`config.mk`:
```
export PLATFORM = sky130hd
export DESIGN_NAME = register_file_mp
export DESIGN_NICKNAME = d
export VERILOG_FILES = /design/src/rtl/regfile_pkg.sv /design/src/rtl/regfile_clear_ctrl.sv /design/src/rtl/register_file_mp.sv
export SDC_FILE = /design/constraint.sdc
export NUM_CORES = 1
export LEC_CHECK = 0
export ABC_CLOCK_PERIOD_IN_PS = 2100
export CAP_MARGIN = 15
export CORE_AREA = 2 2 101 103
export CTS_CLUSTER_DIAMETER = 100
export CTS_CLUSTER_SIZE = 14
export DETAILED_ROUTE_END_ITERATION = 16
export DIE_AREA = 0 0 103 105
export GPL_TIMING_DRIVEN = 0
export PLACE_DENSITY = 0.78
export SYNTH_ARGS = -nofsm -noshare
export SYNTH_HDL_FRONTEND = slang
export SYNTH_SLANG_ARGS = --single-unit
```
`constraint.sdc`:
```
create_clock -name clk -period 2.1 [get_ports clk]
set_clock_uncertainty 0.2 [all_clocks]
set_input_delay 0.315 -clock clk [delete_from_list [all_inputs] [get_ports clk]]
set_output_delay 0.315 -clock clk [all_outputs]
set_load 0.01 [all_outputs]
```
`src/rtl/regfile_pkg.sv`:
```
// Shared types and default sizing for the multi-port register file.
package regfile_pkg;
    localparam int DEF_DATA_W = 8;
    localparam int DEF_NREGS  = 8;

    typedef enum logic {
        IDLE  = 1'b0,
        CLEAR = 1'b1
    } state_t;
endpackage

```
`src/rtl/regfile_clear_ctrl.sv`:
```
// Sequential-clear controller: walks every register index once, flags
// writes that collide with a running clear.
module regfile_clear_ctrl
    import regfile_pkg::*;
#(
    parameter int NREGS  = DEF_NREGS,
    parameter int ADDR_W = $clog2(NREGS)
) (
    input  logic              clk,
    input  logic              rst,
    input  logic              clr,
    input  logic              we3,
    output logic              busy,
    output logic              wr_drop,
    output logic [ADDR_W-1:0] clr_idx
);
    state_t            state, state_nx;
    logic [ADDR_W-1:0] idx, idx_nx;

    always_ff @(posedge clk or negedge rst) begin
        if (!rst) begin
            state   <= IDLE;
            idx     <= '0;
            wr_drop <= 1'b0;
        end else begin
            state   <= state_nx;
            idx     <= idx_nx;
            wr_drop <= (state == CLEAR) && we3;
        end
    end

    // clr while CLEAR falls through untouched: no restart, no extension
    always_comb begin
        state_nx = state;
        idx_nx   = idx;
        case (state)
            IDLE: begin
                if (clr) begin
                    state_nx = CLEAR;
                    idx_nx   = '0;
                end
            end
            CLEAR: begin
                idx_nx = idx + ADDR_W'(1);
                if (idx == ADDR_W'(NREGS - 1))
                    state_nx = IDLE;
            end
            default: state_nx = IDLE;
        endcase
    end

    assign busy    = (state == CLEAR);
    assign clr_idx = idx;
endmodule

```
`src/rtl/register_file_mp.sv`:
```
// Two-read / one-write register file with optional r0-zero, write bypass,
// sequential clear and a free-running display scan port.
module register_file_mp
    import regfile_pkg::*;
#(
    parameter int DATA_W  = DEF_DATA_W,
    parameter int NREGS   = DEF_NREGS,
    parameter int ZERO_R0 = 1,
    parameter int BYPASS  = 1
) (
    input  logic                     clk,
    input  logic                     rst,
    input  logic                     we3,
    input  logic [$clog2(NREGS)-1:0] wa3,
    input  logic [DATA_W-1:0]        wd3,
    input  logic [$clog2(NREGS)-1:0] ra1,
    input  logic [$clog2(NREGS)-1:0] ra2,
    output logic [DATA_W-1:0]        saida_rd1,
    output logic [DATA_W-1:0]        saida_rd2,
    input  logic                     clr,
    output logic                     busy,
    output logic                     wr_drop,
    input  logic                     scan_step,
    output logic [$clog2(NREGS)-1:0] scan_addr,
    output logic [DATA_W-1:0]        scan_data
);
    localparam int ADDR_W = $clog2(NREGS);
    localparam int NPORTS = 2;

    logic [NREGS-1:0][DATA_W-1:0]  regs;
    logic [NPORTS-1:0][ADDR_W-1:0] ra;
    logic [NPORTS-1:0][DATA_W-1:0] rd;
    logic [ADDR_W-1:0]             clr_idx;
    logic                          wr_ok;

    regfile_clear_ctrl #(
        .NREGS  (NREGS),
        .ADDR_W (ADDR_W)
    ) u_clr (
        .clk     (clk),
        .rst     (rst),
        .clr     (clr),
        .we3     (we3),
        .busy    (busy),
        .wr_drop (wr_drop),
        .clr_idx (clr_idx)
    );

    // r0 writes are dropped silently when hardwired to zero
    assign wr_ok = we3 && !busy && !((ZERO_R0 != 0) && (wa3 == '0));

    always_ff @(posedge clk or negedge rst) begin
        if (!rst)
            regs <= '0;
        else if (busy)
            regs[clr_idx] <= '0;
        else if (wr_ok)
            regs[wa3] <= wd3;
    end

    assign ra = {ra2, ra1};

    for (genvar p = 0; p < NPORTS; p++) begin : g_rd
        always_comb begin
            rd[p] = regs[ra[p]];
            if ((BYPASS != 0) && wr_ok && (wa3 == ra[p]))
                rd[p] = wd3;
            if ((ZERO_R0 != 0) && (ra[p] == '0))
                rd[p] = '0;
        end
    end

    assign saida_rd1 = rd[0];
    assign saida_rd2 = rd[1];

    always_ff @(posedge clk or negedge rst) begin
        if (!rst)
            scan_addr <= '0;
        else if (scan_step)
            scan_addr <= scan_addr + ADDR_W'(1);
    end

    always_comb begin
        scan_data = regs[scan_addr];
        if ((ZERO_R0 != 0) && (scan_addr == '0))
            scan_data = '0;
    end
endmodule

```
==> results.toml <==
[die]
start_util_pct = 49.10
num_io_pins = 51
die_w_um = 103
core_area_sq_mm = 0.009639
die_area_sq_mm = 0.01082
die_h_um = 105
placementRows = 36

[setup_path]
critPathLaunchType = "flip-flop"
cp.required_ns = 1.58
critPathArrivalTime_ns = 2.05
critPathCaptureType = "output pin"
crit_type = "flip-flop to output pin"
path_max_fanout = 4

[routing]
dr_total_vias = 4025
wl_per_cell_um = 27.48
ant_nets = 0
first_iter_violations = 539
drt_first_pass_iters = 6
routed_wirelength_mm = 16.24
post-route-drc-count = 0
viasPerCell = 6.810

[sta]
min_period_ns = 2.569
clock.fmax_ghz = 0.3892
worstMarginPinSlew_ns = 0.9244
fin_ws_ns = -0.4693
rsz0062_at_grt = "true"
fin_crit_sh_pct = 122.3
final_hold_viol_count = 0
relSlewSlack_pct = 38.38
hold_slack_ns = 0.2045
report.final.slew_viol_count = 0
setup_tns_ns = -7.045
setup-violations-final = 24

[logic_synthesis]
syn_area_per_cell_sq_um = 14.26
synth_cell_type_count = 41
async_reset_ff_share_pct = 100.0
syn-num-nets = 358
synth_commonest_cells = "dfrtp_1, a22o_1, mux4_2"
yosysMostFrequentCell = "dfrtp_1"
synth_edf_count = 0
synth_top_area_share_pct = 38.07
syn_inst = 332
synth_ff_type = "dfrtp_1"
synth_area_sq_mm = 0.004733
yosysTopAreaCell = "dfrtp_1"
ys_seq_area_share_pct = 38.07
synth_area_leaders = "dfrtp_1, mux4_2, a22o_1"
ys_ff_latch = 72
ys_warn_count = 0

[run_status]
violations = "setup timing"
status = "finished with violations"

[pwr]
power_mw = 7.223
max-vdd-ir-drop_mv = 0.6969
powerDensity_mw_per_mm2 = 1185
leakage_nw = 2.913

[clocking]
cts_tree = "built"
cts_sinks = 72
clkSlewWorstSetupHoldPaths_ns = 0.10
clockRootBuffer = "clkbuf_8"
clock_latency_ns = 0.36
clockBufferDepth = 2
cts_buffers = 9
h-tree-depth = 3

[layout]
diodes = 0
synthToLayoutAreaGrowth_pct = 28.79
drive_gt1_share_pct = 47.60
utilization_pct = 63.24
nNetsFinal = 479

[place]
dp.final_hpwl_mm = 8.958
globalplace.congestion = 0.8745
port_buffers = 34

[global_routing]
grt_first_pass_wirelength_mm = 24.05
grt_usage_pct = 30.63
antenna_found_initial = 0
grt_pass1_vias = 4157
grt_overflow = 0
grt_max_degree = 73

[hold_path]
hp-class = "primary input to flip-flop"

[flow_run]
drv_cap = 0
## power breakdown
group / internal (mW) / switching [mW]
Sequential: 1.77 / 0.452
Combinational: 2.11 / 1.82
Clock: 0.465 / 0.598
## cells by family (layout without fill, tap and decap cells)
kind of cell / after synthesis / count (layout) / synth area share (%)
AO/OA/AOI/OAI: 108 / 108 / 20.20
XOR/XNOR: 8 / 8 / 1.480
adder cells (fa/ha/maj): 4 / 4 / 1.057
buffers and inverters: 35 / 161 / 4.573
flip-flops: 72 / 72 / 38.07
multiplexers: 65 / 65 / 28.02
AND/OR/NAND/NOR: 40 / 40 / 6.609
## stage by stage
stage | setup WS, ns | area [sq um] | cells
final | -0.4693 | 6096 | 591
after global routing | -0.4944 | 6096 | 591
after CTS | -0.4548 | 5941 | 579
after detailed placement | -1.106 | 5251 | 500
after global placement | -1.889 | 5246 | 499
after floorplan | 0.03182 | 4740 | 332
## final timing paths
check / slack [ns] / to / from / cells after the start
worst min-delay path: 0.20 / regs[20] / wd3[4] / 2
worst min register to register: 0.36 / regs[59] / regs[59] / 1
min in group asynchronous: 0.41 / regs[45] / rst / 2
worst max register to register: 0.05 / regs[27] / u_clr.busy / 5
worst max-delay path: -0.47 / scan_data[1] / scan_addr[0] / 6
max in group asynchronous: 0.63 / u_clr.busy / rst / 2
## registers in the layout, summed over array words and instances, names as in the netlist
| signal | flops |
|---|---|
| u_clr.wr_drop | 1 |
| u_clr.busy | 1 |
| u_clr.clr_idx | 3 |
| scan_addr | 3 |
| regs | 64 |
## per-layer routing
layer  global-route usage, %  part of all wire (%)
met1                   41.04                    37
met2                   45.04                    46
met3                   9.231                    12
met4                   15.32                   5.5
met5                       0                     0
## worst max-delay path: stages, from the launching register on
cell and delay (ns):
dfrtp_1 0.42, buf_12 0.15, buf_8 0.11, buf_6 0.10
mux4_2 0.50, a22o_1 0.23, buf_2 0.14
## placed cells by master, fill, tap and decap left out, types with 9 or more instances in the layout
cell / n
a22o_1: 64
buf_1: 10
buf_2: 22
buf_4: 63
buf_6: 24
clkbuf_8: 11
dfrtp_1: 71
mux2i_1: 15
mux4_2: 45
nor2b_1: 10
o211a_1: 16
o21ai_1: 9
## cell type report
type | count | area [sq um]
repair buffers | 114 | 974.7
clock buffers | 10 | 137.6
fillers | 717 | 3543
inverters | 4 | 22.52
well taps | 133 | 166.4
flip-flops and latches | 72 | 1803
clock inverters | 6 | 43.79
multi-input cells | 225 | 2728
plain buffers | 27 | 220.2
## what timing repair did
item	4_1_cts	5_1_grt
setup buffers	63	15
resized for setup	172	25
endpoints found under the setup margin	46	76
pin swaps	14	13
hold endpoints to repair	72	0
cloned	1	0
hold buffers	1	0
(Power assumes the default switching activity.)
